**config.mk**
```make
export PLATFORM = sky130hd
export DESIGN_NAME = spi_byte_rx
export DESIGN_NICKNAME = d
export VERILOG_FILES = /design/src/rtl/spi_byte_rx.sv
export SDC_FILE = /design/constraint.sdc
export NUM_CORES = 1
export LEC_CHECK = 0
export CAP_MARGIN = 10
export CORE_MARGIN = 3
export CORE_UTILIZATION = 47
export DETAILED_ROUTE_END_ITERATION = 10
export GPL_TIMING_DRIVEN = 0
export PLACE_DENSITY = 0.75
export REMOVE_ABC_BUFFERS = 1
export SLEW_MARGIN = 0
export SYNTH_ARGS = -nofsm -noshare
export SYNTH_HDL_FRONTEND = slang
export SYNTH_SLANG_ARGS = --single-unit
export TNS_END_PERCENT = 10
```
**constraint.sdc**
```tcl
create_clock -name clk_in -period 1.7 [get_ports clk_in]
set_input_delay 0.425 -clock clk_in [delete_from_list [all_inputs] [get_ports clk_in]]
set_output_delay 0.425 -clock clk_in [all_outputs]
set_load 0.01 [all_outputs]
```
**src/rtl/spi_byte_rx.sv**
```systemverilog
// SPI mode-0 slave receive stage: assembles MSB-first bytes from SCLK rising-edge
// pulses inside a CS_N frame and reports byte strobes, frame end and truncation errors.
module spi_byte_rx #(
  parameter int MOSI_DLY  = 1,
  parameter int CNT_WIDTH = 16
) (
  input  logic                 clk_in,
  input  logic                 rst_n_in,
  input  logic                 spi_sclk_rising_in,
  input  logic                 spi_cs_n_falling_in,
  input  logic                 spi_cs_n_rising_in,
  input  logic                 spi_mosi_in,
  output logic                 byte_valid_out,
  output logic [7:0]           byte_data_out,
  output logic                 byte_first_out,
  output logic [CNT_WIDTH-1:0] byte_cnt_out,
  output logic                 frame_end_out,
  output logic                 frame_err_out
);

  typedef enum logic {IDLE = 1'b0, RECV = 1'b1} state_t;

  state_t                 state_q, state_d;
  logic [MOSI_DLY-1:0]    mosi_pipe_q;
  logic                   mosi_d;
  logic [2:0]             bit_cnt_q, bit_cnt_d;
  logic [6:0]             shift_q, shift_d;
  logic                   first_q, first_d;
  logic [7:0]             byte_data_q, byte_data_d;
  logic                   byte_valid_q, byte_valid_d;
  logic                   byte_first_q, byte_first_d;
  logic [CNT_WIDTH-1:0]   byte_cnt_q, byte_cnt_d;
  logic                   frame_end_q, frame_end_d;
  logic                   frame_err_q, frame_err_d;
  logic                   byte_done;

  // MOSI delay line matches the register stage inside the SCLK edge detector.
  always_ff @(posedge clk_in or negedge rst_n_in) begin
    if (!rst_n_in) begin
      mosi_pipe_q <= '0;
    end else begin
      mosi_pipe_q[0] <= spi_mosi_in;
      for (int i = 1; i < MOSI_DLY; i++) begin
        mosi_pipe_q[i] <= mosi_pipe_q[i-1];
      end
    end
  end

  assign mosi_d = mosi_pipe_q[MOSI_DLY-1];

  always_comb begin
    state_d      = state_q;
    bit_cnt_d    = bit_cnt_q;
    shift_d      = shift_q;
    first_d      = first_q;
    byte_data_d  = byte_data_q;
    byte_cnt_d   = byte_cnt_q;
    byte_valid_d = 1'b0;
    byte_first_d = 1'b0;
    frame_end_d  = 1'b0;
    frame_err_d  = 1'b0;
    byte_done    = 1'b0;

    case (state_q)
      IDLE: begin
        // A simultaneous CS rise means the line ends high: stay idle.
        if (spi_cs_n_falling_in && !spi_cs_n_rising_in) begin
          state_d    = RECV;
          bit_cnt_d  = 3'd0;
          shift_d    = 7'd0;
          byte_cnt_d = '0;
          first_d    = 1'b1;
        end
      end
      RECV: begin
        if (spi_cs_n_rising_in) begin
          state_d     = IDLE;
          frame_end_d = 1'b1;
          bit_cnt_d   = 3'd0;
          if (spi_sclk_rising_in && bit_cnt_q == 3'd7) begin
            byte_done = 1'b1;
          end else begin
            frame_err_d = (bit_cnt_q != 3'd0);
          end
        end else if (spi_cs_n_falling_in) begin
          frame_err_d = (bit_cnt_q != 3'd0);
          bit_cnt_d   = 3'd0;
          shift_d     = 7'd0;
          byte_cnt_d  = '0;
          first_d     = 1'b1;
        end else if (spi_sclk_rising_in) begin
          shift_d   = {shift_q[5:0], mosi_d};
          bit_cnt_d = bit_cnt_q + 3'd1;
          byte_done = (bit_cnt_q == 3'd7);
        end
      end
      default: state_d = IDLE;
    endcase

    if (byte_done) begin
      byte_data_d  = {shift_q, mosi_d};
      byte_valid_d = 1'b1;
      byte_first_d = first_q;
      first_d      = 1'b0;
      if (byte_cnt_q != '1) begin
        byte_cnt_d = byte_cnt_q + CNT_WIDTH'(1);
      end
    end
  end

  always_ff @(posedge clk_in or negedge rst_n_in) begin
    if (!rst_n_in) begin
      state_q      <= IDLE;
      bit_cnt_q    <= 3'd0;
      shift_q      <= 7'd0;
      first_q      <= 1'b0;
      byte_data_q  <= 8'd0;
      byte_valid_q <= 1'b0;
      byte_first_q <= 1'b0;
      byte_cnt_q   <= '0;
      frame_end_q  <= 1'b0;
      frame_err_q  <= 1'b0;
    end else begin
      state_q      <= state_d;
      bit_cnt_q    <= bit_cnt_d;
      shift_q      <= shift_d;
      first_q      <= first_d;
      byte_data_q  <= byte_data_d;
      byte_valid_q <= byte_valid_d;
      byte_first_q <= byte_first_d;
      byte_cnt_q   <= byte_cnt_d;
      frame_end_q  <= frame_end_d;
      frame_err_q  <= frame_err_d;
    end
  end

  assign byte_valid_out = byte_valid_q;
  assign byte_data_out  = byte_data_q;
  assign byte_first_out = byte_first_q;
  assign byte_cnt_out   = byte_cnt_q;
  assign frame_end_out  = frame_end_q;
  assign frame_err_out  = frame_err_q;

endmodule
```
Yosys cells after proc, flatten, opt, wreduce, memory -nomap -nowiden

Index checks and enable logic that the tools add are counted.
Widths: inputs -> output; s select.

Add/sub/neg operators: 2
Bitwise operators: 1
Multiply operators: 0
Reductions and logical operators: 7
Shift-type cells: 0
Equal/unequal tests: 9
Mux-type cells: 37
$lt $le $gt $ge: 0
Div/mod/pow operators: 0

Operators with widths:

| operator              | count |
|---|---|
| $mux 16               | 5 |
| $pmux 16 s2           | 1 |
| $mux 7                | 4 |
| $mux 1                | 19 |
| $add 16x1->16 const B | 1 |
| $ne 16x16->1 const B  | 1 |
| $pmux 7 s2            | 1 |
| $mux 3                | 4 |
| $ne 3x2->1 const B    | 2 |
| $ne 3x3->1 const B    | 2 |
| $pmux 3 s2            | 1 |
| $reduce_and 3->1      | 2 |
| $ne 2x2->1 const B    | 2 |
| $ne 4x4->1 const B    | 1 |
| $pmux 1 s2            | 2 |
| $add 3x1->3 const B   | 1 |
| $eq 3x3->1 const B    | 1 |
| $reduce_bool 3->1     | 1 |
| $logic_and 1x1->1     | 2 |
| $reduce_and 2->1      | 1 |
| $logic_not 1->1       | 1 |
| $not 1->1             | 1 |

Word-level logic and storage cells: 67
RAM bits: 0
Register bits after elaboration: 41
Output and inout bits: 28
ROM bits: 0
Latch bits: 0
Memories kept: 0
Input bits: 6

Logic depth before layout (Yosys ltp)

Depth after elaboration: 7
Depth in mapped cells: 8
Depth with buffers taken out: 7

Least setup slack after synthesis

OpenSTA, ideal clock, no wires.

Path kind: register to register
From: reg byte_cnt_q[0], in the netlist byte_cnt_out[0]
To: reg byte_cnt_q[12], in the netlist byte_cnt_out[12]
Period minus slack after synthesis: 1663 ps
Cell stages (with the launch flop): 8
Path buffers: 2
Arrival time: 1577 ps
Path slack: 37 ps
Cell sequence: dfrtp_1 ha_1 nand4_4 nor4_4 buf_6 buf_12 nor4_2 a211oi_2

Longest elaborated chain between the ends: 3
Elaborated cells between the ends (all ways): 4
Those cells by class: 1 x add/sub; 1 x eq/ne; 2 x mux

RTL lines:

| what                                                 | RTL line | RTL |
|---|---|---|
| from (decl)                                          | 32       | `logic [CNT_WIDTH-1:0] byte_cnt_q, byte_cnt_d;` |
| from (signal assigned)                               | 131      | `byte_cnt_q <= byte_cnt_d;` |
| $add 16x1->16 / $ne 16x16->1 (equally long branches) | 106, 105 |  |
| $mux 16 (*)                                          | 105      | `if (byte_cnt_q != '1) begin` |
| $mux 16 (*)                                          | 100      | `if (byte_done) begin` |
| net byte_cnt_d[12]                                   | 32       |  |

The timed path passes the listed nets; every way through them passes the cells marked *.
A chain may end at the register's enable or synchronous reset.

Final worst setup path

From: reg bit_cnt_q[0]
To: reg byte_cnt_q[5], in the netlist byte_cnt_out[5]

Longest elaborated chain between the ends: 6
Elaborated cells between the ends (all ways): 8
Those cells by class: 1 x eq/ne; 6 x mux; 1 x reduce/logical

RTL lines:

| what                                               | RTL line | RTL |
|---|---|---|
| from (decl)                                        | 26       | `logic [2:0] bit_cnt_q, bit_cnt_d;` |
| from (signal assigned)                             | 125      | `bit_cnt_q <= bit_cnt_d;` |
| $eq 3x3->1 (*)                                     | 80, 94   |  |
| $mux 1 / $logic_and 1x1->1 (equally long branches) | 91, 80   |  |
| $mux 1, on equally long branches                   | 85, 80   |  |
| $mux 1 (*)                                         | 76       | `if (spi_cs_n_rising_in) begin` |
| $mux 1 (*)                                         | 64       | `case (state_q)` |
| $mux 16 (*)                                        | 100      |  |
| net byte_cnt_d[5]                                  | 32       |  |

Marks and branches as above.

==> impl_metrics.json <==
{
  "status": "finished, violations left",
  "violations": "negative setup slack",
  "gp_congestion": 0.779,
  "start_util_pct": 50.0,
  "endpoint_kind": "register",
  "grt_first_pass_wirelength_mm": 7.97,
  "synth-xor-area-share_pct": 0,
  "dpl_cell_area_sq_um": 2380,
  "ant_nets": 0,
  "fin_nets": 272,
  "crit_type": "register to register",
  "synthMuxAreaShare_pct": 3.98,
  "root_buffer": "clkbuf_8",
  "stdcell_area_sq_um": 2780,
  "worst_hold_slack_ps": 484,
  "fin_tns_setup_ps": -130,
  "drive_gt1_share_pct": 24.3,
  "overflow": 0,
  "setup-violations-final": 5,
  "synth_top_family_by_area": "simple AND/OR/NAND/NOR gates",
  "fp.dieH_um": 72.0,
  "cell_internal_pwr_mw": 1.32,
  "pwr-share-clk_pct": 35.7,
  "grt_setup_unrepaired": "true",
  "synthArstFlopShare_pct": 100,
  "antennaDiodeCount": 0,
  "clock_latency_ps": 300,
  "row_count": 23,
  "drv_slew": 0,
  "areaGrowthSynthToFinish_pct": 36.0,
  "routed-via-count": 1801,
  "grt_pass1_vias": 1665,
  "hp-class": "input port to async pin",
  "cpMaxStageDelayCell": "or3_2",
  "swShare_pct": 24.5,
  "worstMarginPinSlew_ps": 390,
  "finalPower_mw": 1.75,
  "yosys.area.top_type": "dfrtp_1",
  "die_w_um": 72.0,
  "drv_cap": 0,
  "pre_cts_ws_ps": -1370,
  "synth_flop_cell": "dfrtp_1",
  "synthAdderAreaFrac_pct": 2.45,
  "synth-compound-area-share_pct": 11.7,
  "crit_chain": "ha_2 > ha_4 > and3_4 > nand4_1 > or3_2 > a21oi_2",
  "finalNonFillerCells": 313,
  "route.detailed.drc": 0,
  "p_seq_share_pct": 57.8,
  "ys_warn_count": 0,
  "final_util_pct": 68.1,
  "synthSimpleGateAreaFrac_pct": 27.4,
  "post-route-period-util_pct": 103,
  "io_pins": 34,
  "cts.sinks": 41,
  "die_area_sq_um": 5180,
  "finalCriticalPeriod_ps": 1760,
  "port_buffers": 33,
  "p_switching_uw": 429,
  "crit_path_max_fanout": 3,
  "core-area_sq_um": 4090,
  "dpl.cell_count": 285,
  "synthesis.area_sq_um": 2040,
  "synth_area_leaders": "dfrtp_1 50%, nand2_1 9.7%, mux2i_1 3.4%, o21ai_0 2.9%, a22oi_1 2.6%",
  "powerDensity_nw_per_um2": 629,
  "syn-instance-count": 212,
  "clkSlewWorstSetupHoldPaths_ps": 80,
  "worstPathArrival_ps": 1990,
  "antenna_found_initial": 0,
  "cp.required_ps": 1930,
  "nFillCells": 319,
  "post_drt_wl_per_cell_um": 16.1,
  "ys_seq_area_share_pct": 50.2,
  "wl_mm": 5.05,
  "grt_max_degree": 37,
  "cp-start-kind": "register",
  "synthDistinctLibCells": 45,
  "synth_edf_count": 0,
  "htree_levels": 2,
  "synth_seq_cells": 41,
  "fmax_mhz": 569,
  "cts_tree": "yes",
  "numCtsBuffers": 5,
  "p_leak_nw": 1.33,
  "synth_top_area_share_pct": 50.2,
  "relSlewSlack_pct": 73.7,
  "vdd_drop_max_uv": 487,
  "combPwrFrac_pct": 6.5,
  "skew_ps": 5.25,
  "grt.total_usage_pct": 19.8,
  "vias_per_cell": 5.75,
  "hold_viol_final": 0,
  "syn_area_per_cell_sq_um": 9.64,
  "first_pass_iters": 4,
  "cts.path.max_buffers": 2,
  "drt-initial-drc-count": 128,
  "slowest_delay_ps": 460,
  "place_hpwl_mm": 2.89,
  "postLayoutSetupSlackWorst_ps": -57.1
}
==> timing repair <==
item / CTS / global route
buffers inserted: 15 / 3
setup endpoints to repair: 52 / 35
pin swaps: 9 / 4
gates resized for setup: 40 / 20
cloned: 1 / 0
endpoints found under the hold margin: 5 / 0
hold buffers: 1 / 0
==> flip-flops by register name, summed over array words and instances, names as in the netlist <==
name            flops
byte_cnt_out       16
frame_err_out       1
state_q             1
first_q             1
byte_valid_out      1
byte_data_out       8
frame_end_out       1
byte_first_out      1
bit_cnt_q           3
shift_q             7
mosi_d              1
==> power by group through the flow <==
stage          logic [mW]  clock network (mW)  registers, mW
2_1_floorplan      0.0415                   0           1.03
3_3_place_gp       0.0957                   0           1.03
3_5_place_dp        0.103                   0           1.03
4_1_cts             0.113               0.639           1.01
5_1_grt             0.129               0.680           1.01
6_report            0.114               0.624           1.01
==> final timing paths <==
| check | cells past startpoint | slack (ps) | start | endpoint |
|---|---|---|---|---|
| worst min-delay path | 2 | 480 | rst_n_in | byte_cnt_out[14] |
| max in group asynchronous | 3 | 780 | rst_n_in | byte_cnt_out[4] |
| worst min register to register | 2 | 480 | mosi_d | byte_data_out[0] |
| min in group clk_in | 2 | 480 | mosi_d | byte_data_out[0] |
| worst max register to register | 6 | -60 | bit_cnt_q[0] | byte_cnt_out[5] |
| worst max-delay path | 6 | -60 | bit_cnt_q[0] | byte_cnt_out[5] |
==> layout make-up <==
| class | instances | area, sq um | area share [%] |
|---|---|---|---|
| Multi-Input combinational cell | 157 | 1090 | 39.3 |
| Sequential cell | 41 | 1030 | 37.2 |
| Timing Repair Buffer | 53 | 492 | 17.7 |
| Clock buffer | 6 | 72.6 | 2.61 |
| Tap cell | 50 | 62.6 | 2.25 |
| Inverter | 4 | 18.8 | 0.675 |
| Clock inverter | 2 | 10.0 | 0.360 |
==> cells in the mapped netlist (2+ instances only) <==
cell       n
nand2b_1   4
or3_2      2
nand3b_1   2
ha_1       4
inv_1      4
a31oi_1    2
clkbuf_1   4
nor2b_1    2
nor2_1     6
mux2i_1    7
nand3_1    6
and3_1     6
nor3_1     5
and2_1     3
a21oi_1    9
dfrtp_1   41
nand4_1    4
nor4_1     2
a22oi_1    7
o41ai_1    2
o21ai_0   12
buf_2      3
nand2_1   53
==> critical path, delay by kind of cell, from the launching register on <==
kind            cells  cell delay [ps]
compound gates      1              150
flops               1              370
simple gates        3              830
fa+ha+maj           2              340
==> cells in the final DEF, fill, tap and decap left out, drive strengths merged, types with 7 or more instances in the layout <==
cell type / n
a21oi: 9
a22oi: 7
and3: 7
buf: 20
clkdlybuf4s50: 13
dfrtp: 41
dlygate4sd2: 14
mux2i: 7
nand2: 54
o21ai: 12
==> logic make-up (layout without fill, tap and decap cells) <==
kind of cell,count (synthesis),in the layout
compound gates,38,38
mux,8,8
simple gates,106,107
fa+ha+maj,4,4
flops,41,41
buf+inv,15,65
==> per-layer routing <==
| layer | part of all wire [%] | vias up | track usage (%) |
|---|---|---|---|
| met2 | 50 | 45 | 31.7 |
| met3 | 4.2 | 16 | 4.85 |
| li1 | - | 859 | - |
| met4 | 2.8 | 0 | 8.77 |
| met1 | 43 | 881 | 25.6 |
| met5 | 0 | - | 0 |
No activity file was read; power rests on OpenSTA's default activity.
